### src/rtl/ram_stream_fifo.sv
// First-word-fall-through stream FIFO on a simple dual-port RAM with a
// LATENCY-cycle read path; a small skid buffer behind the read pipe keeps throughput at one word per cycle.
module ram_stream_fifo #(
  parameter int WIDTH      = 32,
  parameter int DEPTH_LOG2 = 4,
  parameter int LATENCY    = 1,
  parameter int AF_THRESH  = (2 ** DEPTH_LOG2) - 2,
  parameter int AE_THRESH  = 1,
  parameter     RAMSTYLE   = ""
) (
  input  logic                  clk,
  input  logic                  resetn,
  input  logic                  clken,
  input  logic                  flush,
  input  logic                  in_valid,
  output logic                  in_ready,
  input  logic [WIDTH-1:0]      in_data,
  output logic                  out_valid,
  input  logic                  out_ready,
  output logic [WIDTH-1:0]      out_data,
  output logic [DEPTH_LOG2:0]   count,
  output logic                  almost_full,
  output logic                  almost_empty
);

  localparam int DEPTH = 2 ** DEPTH_LOG2;
  localparam int CW    = DEPTH_LOG2 + 1;
  localparam int SKID  = LATENCY + 1;
  localparam int SW    = $clog2(SKID);
  localparam int SCW   = $clog2(SKID + 1);

  (* ramstyle = RAMSTYLE, ram_style = RAMSTYLE *)
  logic [WIDTH-1:0] mem [DEPTH];

  logic [DEPTH_LOG2-1:0] wr_ptr_reg, rd_ptr_reg;
  logic [CW-1:0]         count_reg, count_next, ram_count_reg, outstanding;
  logic                  alive_reg, af_reg, ae_reg;
  logic [LATENCY-1:0]    pipe_valid_reg;
  logic [WIDTH-1:0]      pipe_data_reg [LATENCY];
  logic [WIDTH-1:0]      skid_mem [SKID];
  logic [SW-1:0]         skid_head_reg, skid_tail_reg;
  logic [SCW-1:0]        skid_count_reg;
  logic                  skid_nonempty, tail_valid;
  logic                  push, pop, issue, skid_push, skid_pop;

  function automatic logic [SW-1:0] skid_inc(input logic [SW-1:0] idx);
    return (idx == SW'(SKID - 1)) ? '0 : idx + 1'b1;
  endfunction

  assign skid_nonempty = (skid_count_reg != '0);
  assign tail_valid    = pipe_valid_reg[LATENCY-1];

  assign in_ready     = clken & alive_reg & (count_reg < CW'(DEPTH));
  assign out_valid    = clken & (skid_nonempty | tail_valid);
  assign out_data     = skid_nonempty ? skid_mem[skid_head_reg] : pipe_data_reg[LATENCY-1];
  assign count        = count_reg;
  assign almost_full  = af_reg;
  assign almost_empty = ae_reg;

  assign push = in_valid & in_ready & ~flush;
  assign pop  = out_valid & out_ready & ~flush;

  // Words already read out of the RAM (in the read pipe or skid buffer) are
  // capped at LATENCY+1 so the skid buffer can never overflow.
  assign outstanding = count_reg - ram_count_reg;
  assign issue = clken & ~flush & (ram_count_reg != '0) &
                 (outstanding <= CW'(LATENCY) + CW'(pop));

  // The pipe tail is consumed directly only when the skid buffer is empty.
  assign skid_pop  = pop & skid_nonempty;
  assign skid_push = clken & ~flush & tail_valid & ~(pop & ~skid_nonempty);

  always_comb begin
    count_next = count_reg;
    if (flush)
      count_next = '0;
    else if (push & ~pop)
      count_next = count_reg + 1'b1;
    else if (pop & ~push)
      count_next = count_reg - 1'b1;
  end

  always_ff @(posedge clk) begin
    if (!resetn) begin
      alive_reg      <= 1'b0;
      wr_ptr_reg     <= '0;
      rd_ptr_reg     <= '0;
      count_reg      <= '0;
      ram_count_reg  <= '0;
      af_reg         <= 1'b0;
      ae_reg         <= 1'b1;
      pipe_valid_reg <= '0;
      skid_head_reg  <= '0;
      skid_tail_reg  <= '0;
      skid_count_reg <= '0;
    end else begin
      alive_reg <= 1'b1;
      if (clken) begin
        count_reg <= count_next;
        af_reg    <= (int'(count_next) >= AF_THRESH);
        ae_reg    <= (int'(count_next) <= AE_THRESH);
        if (flush) begin
          wr_ptr_reg     <= '0;
          rd_ptr_reg     <= '0;
          ram_count_reg  <= '0;
          pipe_valid_reg <= '0;
          skid_head_reg  <= '0;
          skid_tail_reg  <= '0;
          skid_count_reg <= '0;
        end else begin
          if (push)
            wr_ptr_reg <= wr_ptr_reg + 1'b1;
          if (issue)
            rd_ptr_reg <= rd_ptr_reg + 1'b1;
          ram_count_reg <= ram_count_reg + CW'(push) - CW'(issue);
          for (int i = LATENCY - 1; i > 0; i--)
            pipe_valid_reg[i] <= pipe_valid_reg[i-1];
          pipe_valid_reg[0] <= issue;
          if (skid_pop)
            skid_head_reg <= skid_inc(skid_head_reg);
          if (skid_push)
            skid_tail_reg <= skid_inc(skid_tail_reg);
          skid_count_reg <= skid_count_reg + SCW'(skid_push) - SCW'(skid_pop);
        end
      end
    end
  end

  always_ff @(posedge clk) begin
    if (push)
      mem[wr_ptr_reg] <= in_data;
  end

  // Registered RAM read followed by the remaining read-latency stages.
  always_ff @(posedge clk) begin
    if (clken) begin
      pipe_data_reg[0] <= mem[rd_ptr_reg];
      for (int i = 1; i < LATENCY; i++)
        pipe_data_reg[i] <= pipe_data_reg[i-1];
      if (skid_push)
        skid_mem[skid_tail_reg] <= pipe_data_reg[LATENCY-1];
    end
  end

endmodule

### config.mk
export PLATFORM = sky130hd
export DESIGN_NAME = ram_stream_fifo
export DESIGN_NICKNAME = d
export VERILOG_FILES = /design/src/rtl/ram_stream_fifo.sv
export SDC_FILE = /design/constraint.sdc
export NUM_CORES = 1
export LEC_CHECK = 0
export CORE_MARGIN = 5
export CORE_UTILIZATION = 55
export DETAILED_ROUTE_END_ITERATION = 10
export PLACE_DENSITY = 0.75
export SYNTH_ARGS = -nofsm -noshare
export SYNTH_HDL_FRONTEND = slang
export SYNTH_SLANG_ARGS = --single-unit
export TNS_END_PERCENT = 100
### constraint.sdc
create_clock -name clk -period 4.25 [get_ports clk]
set_input_delay 0.6375 -clock clk [delete_from_list [all_inputs] [get_ports clk]]
set_output_delay 0.6375 -clock clk [all_outputs]
set_load 0.005 [all_outputs]
[Word level (Yosys, flattened, before mapping)]
Memory sizes are Yosys's and may differ from the RTL's. A register that Yosys moved wholly into a read port is not among the register bits.
Cells that the tools add are included.
Word-level totals
  memories kept: 3
  bits of input ports: 38
  word-level logic and storage cells: 91
  RAM bits: 608
  register bits after elaboration: 26
Memory list
  mem: depth 16, width 32, read ports 1, clocked after memory_dff 1, wr ports 1, RTL line 33  | logic [WIDTH-1:0] mem [DEPTH];
  skid_mem: depth 2, width 32, read ports 1, clocked after memory_dff 1, wr ports 1, RTL line 40  | logic [WIDTH-1:0] skid_mem [SKID];
  pipe_data_reg: depth 1, width 32, read ports 1, clocked after memory_dff 0, wr ports 1, RTL line 39  | logic [WIDTH-1:0] pipe_data_reg [LATENCY];
Operators by class
  mux-type cells: 29
  reductions and logical operators: 10
  bitwise gates (word level): 22
  add/sub/neg operators: 12
  magnitude comparators: 4
Operator list (number)
  32-bit two-way mux: 1
  4-bit two-way mux: 6
  5-bit two-way mux: 4
  1-bit two-way mux: 17
  1-bit bitwise AND: 16
  2-bit nonzero test: 5
  4-bit by 1-bit adder with 4-bit output (second input constant): 2
  2-bit AND reduction: 4
  5-bit by 1-bit adder with 5-bit output: 1
  5-bit by 1-bit adder with 5-bit output (second input constant): 1
  5-bit by 4-bit >= comparator with 1-bit output (second input constant): 1
  5-bit by 1-bit less-or-equal comparator with 1-bit output (second input constant): 1
  5-bit by 2-bit less-or-equal comparator with 1-bit output: 1
  5-bit < comparator (second input constant): 1
  1-bit NOT: 5
  5-bit nonzero test: 1
  5-bit by 1-bit subtractor with 5-bit output: 1
  5-bit by 1-bit subtractor with 5-bit output (second input constant): 1
  5-bit subtractor: 1
  1-bit adder (second input constant): 2
  1-bit by 1-bit adder with 2-bit output (first input constant): 1
  2-bit by 1-bit adder with 2-bit output: 1
  2-bit two-way mux: 1
  2-bit by 1-bit subtractor with 2-bit output: 1
  1-bit OR: 1

[Depth between registers and ports, before layout]
  depth in word-level cells: 12
  gate-level depth with buffers: 20

[Worst setup path before layout]
No wires, ideal clock.
  kind: in2reg
  start point: in clken
  end point: mem mem[3][0] (enable)
  setup slack: 0.203 ns
  library setup time: 0.461 ns
  stages on the path: 6
  data required time: 3.789 ns
  data arrival time: 3.586 ns
  cells stage by stage: buf_6 -> and4b_4 -> and2_4 -> buf_6 -> nand2_1 -> nor3_1
On the way
  cells in the longest elaborated chain, start to end: 6
RTL lines
  start, declared: RTL line 13  | input logic clken,
  1-bit bitwise AND (2 in series): RTL line 53  | assign in_ready = clken & alive_reg & (count_reg < CW'(DEPTH));
  1-bit bitwise AND (2 in series): RTL line 60  | assign push = in_valid & in_ready & ~flush;
  1-bit two-way mux: RTL line 130  | if (push)
  1-bit two-way mux (implied by the code): RTL line 131  | mem[wr_ptr_reg] <= in_data;
  end, declared: RTL line 33
Every way passes these cells.

[Worst setup path after layout]
  start point: reg count_reg[0] (netlist: count[0])
  end point: reg ram_count_reg[4]
On the way
  cells in the longest elaborated chain, start to end: 7
RTL lines
  start, declared: RTL line 36  | logic [CW-1:0] count_reg, count_next, ram_count_reg, outstanding;
  start signal, assigned: RTL line 99  | count_reg <= count_next;
  5-bit < comparator: RTL line 53
  1-bit bitwise AND: RTL line 53
  1-bit bitwise AND (2 in series): RTL line 60
  5-bit by 1-bit adder with 5-bit output: RTL line 115  | ram_count_reg <= ram_count_reg + CW'(push) - CW'(issue);
  5-bit by 1-bit subtractor with 5-bit output *: RTL line 115
  5-bit two-way mux *: RTL line 102  | if (flush) begin
  end signal, assigned: RTL line 115
  end, declared: RTL line 36
Every way passes the cells marked *; elsewhere a longest branch is shown, timed or not.
A chain may end at the register's enable or synchronous reset.

==> flow_metrics.tcl <==
set metrics [dict create \
    ys_warn_count 0 \
    antenna_found_initial 4 \
    remaining_drc_errors 0 \
    htreeDepth 2 \
    finish.utilization_pct 64.6 \
    cts-root-buf "clkbuf_16" \
    crit_fanout 5 \
    cts_buffers 60 \
    switchingPower_mw 2.42 \
    worstSetupEndpointType "flop" \
    drtPass1Iterations 5 \
    outcome "finished, final reports clean" \
    die_y_um 222 \
    start_util_pct 55.9 \
    setup_slack_ns 0.318 \
    ys_async_sr_fraction_pct 0 \
    hold_viol 0 \
    setup_viol 0 \
    io_buffers 78 \
    fmax_mhz 254 \
    skew_ns 0.0247 \
    drive_above_1_share_pct 24.9 \
    place_area_um2 26700 \
    largest_reg_flops 512 \
    overflow 0 \
    yosys.area.top_type_share_pct 73.6 \
    drt_iter0_drc 1252 \
    netlist_instances 1161 \
    grt_max_degree 55 \
    seq_power_share_pct 55.1 \
    maxSlewHeadroom_pct 43.7 \
    fp.dieW_um 222 \
    p_int_mw 10.1 \
    wl_per_cell_um 26.7 \
    fin_crit_ns 3.93 \
    hpwl_mm 28.1 \
    wl_mm 51.6 \
    critical_path_class "flop to flop" \
    dieArea_um2 49500 \
    hp-class "flop to flop" \
    ys_ff_latch 639 \
    vias 11700 \
    clkPwrFrac_pct 43.0 \
    fin_nets 1346 \
    synth_cell_types 63 \
    cts.path.max_buffers 3 \
    finalCritPeriodShare_pct 92.5 \
    synth_common_cells "edfxtp_1, mux4_2, nand2_1" \
    clk_pin_slew_ns 0.07 \
    synth_nets 1221 \
    sw_frac_of_total_pct 19.3 \
    cts_tree "yes" \
    viasPerCell 6.05 \
    synthTopCellsByArea "edfxtp_1, mux4_2, dfxtp_1" \
    fp-row-count 77 \
    dp_slack_ns 0.00927 \
    avgSynthCellArea_um2 21.4 \
    clk_latency_ns 0.62 \
    power_density_nw_per_um2 437 \
    p_comb_share_pct 1.8 \
    static-leakage-power_nw 8.89 \
    coreArea_um2 44400 \
    seq_area_um2 18900 \
    fin_area_um2 28700 \
    dpl.cell_count 1816 \
    ys_seq_area_share_pct 76.1 \
    cts_sinks 639 \
    final_max_slew_viol_count 0 \
    crit_required_ns 4.80 \
    fin_cells 1931 \
    nFillCells 2816 \
    ant_nets 0 \
    syn_to_final_growth_pct 15.6 \
    postCtsHoldBufs 0 \
    place.gp.congestion 0.822 \
    grt_pass1_wl_mm 77.2 \
    ir_worst_vdd_v 0.000407 \
    yosysMostFrequentCell "edfxtp_1" \
    fin_setup_tns_ns 0 \
    synth_edf_count 608 \
    grt_pass1_vias 12100 \
    power_mw 12.5 \
    yosysTopAreaCell "edfxtp_1" \
    syn_area_um2 24800 \
    arrival_ns 4.48 \
    grt_use_total_pct 20.8 \
    rsz0062_at_grt "no" \
    ys.flop_type "edfxtp_1" \
    multiInputGateArea_um2 5710 \
    tightest_slew_ns 0.845 \
    ioPinCount 79 \
    hold_ws_ns 0.475 \
    cap_violations 0 \
    start_kind "flop" \
]
-- cell usage in the layout (no fill, tap or decap), drive strengths merged, types with 3 or more instances in the layout --
cell type	count
a211oi	3
a21oi	8
and2	5
and4b	3
buf	43
bufinv	8
clkbuf	73
clkdlybuf4s50	77
clkinv	26
dfxtp	31
diode	3
edfxtp	608
ha	20
inv	26
mux2i	37
mux4	160
nand2	50
nand2b	8
nand3	7
nand4	4
nor2	26
nor2b	13
nor3	7
o21a	4
o21ai	42
o22ai	4
xnor2	8
-- path summary, 6_finish.rpt --
path	startpoint	endpoint	slack, ns	cells after the start
max	count[0]	ram_count_reg[4]	0.32	19
min	pipe_data_reg[0][19]	skid_mem[0][19]	0.47	0
max reg2reg	count[0]	ram_count_reg[4]	0.32	19
min reg2reg	pipe_data_reg[0][19]	skid_mem[0][19]	0.47	0
-- worst max-delay path: stages (launching register included) --
cell	delay (ns)
dfxtp_2	0.36
inv_1	0.08
ha_1	0.23
inv_1	0.07
fa_1	0.41
ha_1	0.31
nor2b_1	0.13
o21ai_0	0.16
nand4_1	0.14
a211oi_2	0.28
xor2_1	0.18
ha_1	0.18
inv_1	0.06
fa_1	0.41
nand2b_1	0.19
a21oi_2	0.16
nor3_1	0.07
o31ai_1	0.19
nand2_1	0.07
a21boi_0	0.16
-- layer usage --
| layer | track usage [%] | routed length [um] | vias up |
|---|---|---|---|
| li1 | - | - | 5045 |
| met3 | 4.46 | 3610 | 68 |
| met1 | 28.6 | 20600 | 6125 |
| met4 | 5.40 | 975 | 4 |
| met2 | 34.7 | 26500 | 446 |
| met5 | 0 | 20 | - |
-- logic make-up (layout without fill, tap and decap cells) --
| logic type | Yosys count | count (layout) | synth area share, % |
|---|---|---|---|
| buffers and inverters | 79 | 254 | 1.48 |
| adder cells (fa/ha/maj) | 22 | 22 | 1.17 |
| other | 0 | 3 | 0 |
| XOR/XNOR | 9 | 9 | 0.318 |
| AND/OR/NAND/NOR | 135 | 135 | 2.89 |
| multiplexers | 197 | 197 | 16.0 |
| flip-flops | 639 | 639 | 76.1 |
| AO/OA/AOI/OAI | 80 | 80 | 2.05 |
-- cell type report --
type	instances	area share, %
Antenna cell	3	0.0262
Clock buffer	73	5.48
Clock inverter	39	1.52
Inverter	22	0.288
Multi-Input combinational cell	443	19.9
Sequential cell	639	65.9
Tap cell	592	2.58
Timing Repair Buffer	120	4.33
-- repair_timing --
action	CTS	global route
setup endpoints to repair	0	1
resized for setup	0	2
setup buffers	0	0
-- power by group through the flow --
stage | combinational [mW] | sequential [mW] | clock, mW
floorplan | 0.0780 | 7.05 | 0
global placement | 0.217 | 7.05 | 0
detailed placement | 0.226 | 7.05 | 0
CTS | 0.228 | 6.92 | 5.50
global route | 0.247 | 6.92 | 5.80
finish | 0.228 | 6.92 | 5.40
Power figures use the tool's default switching activity.
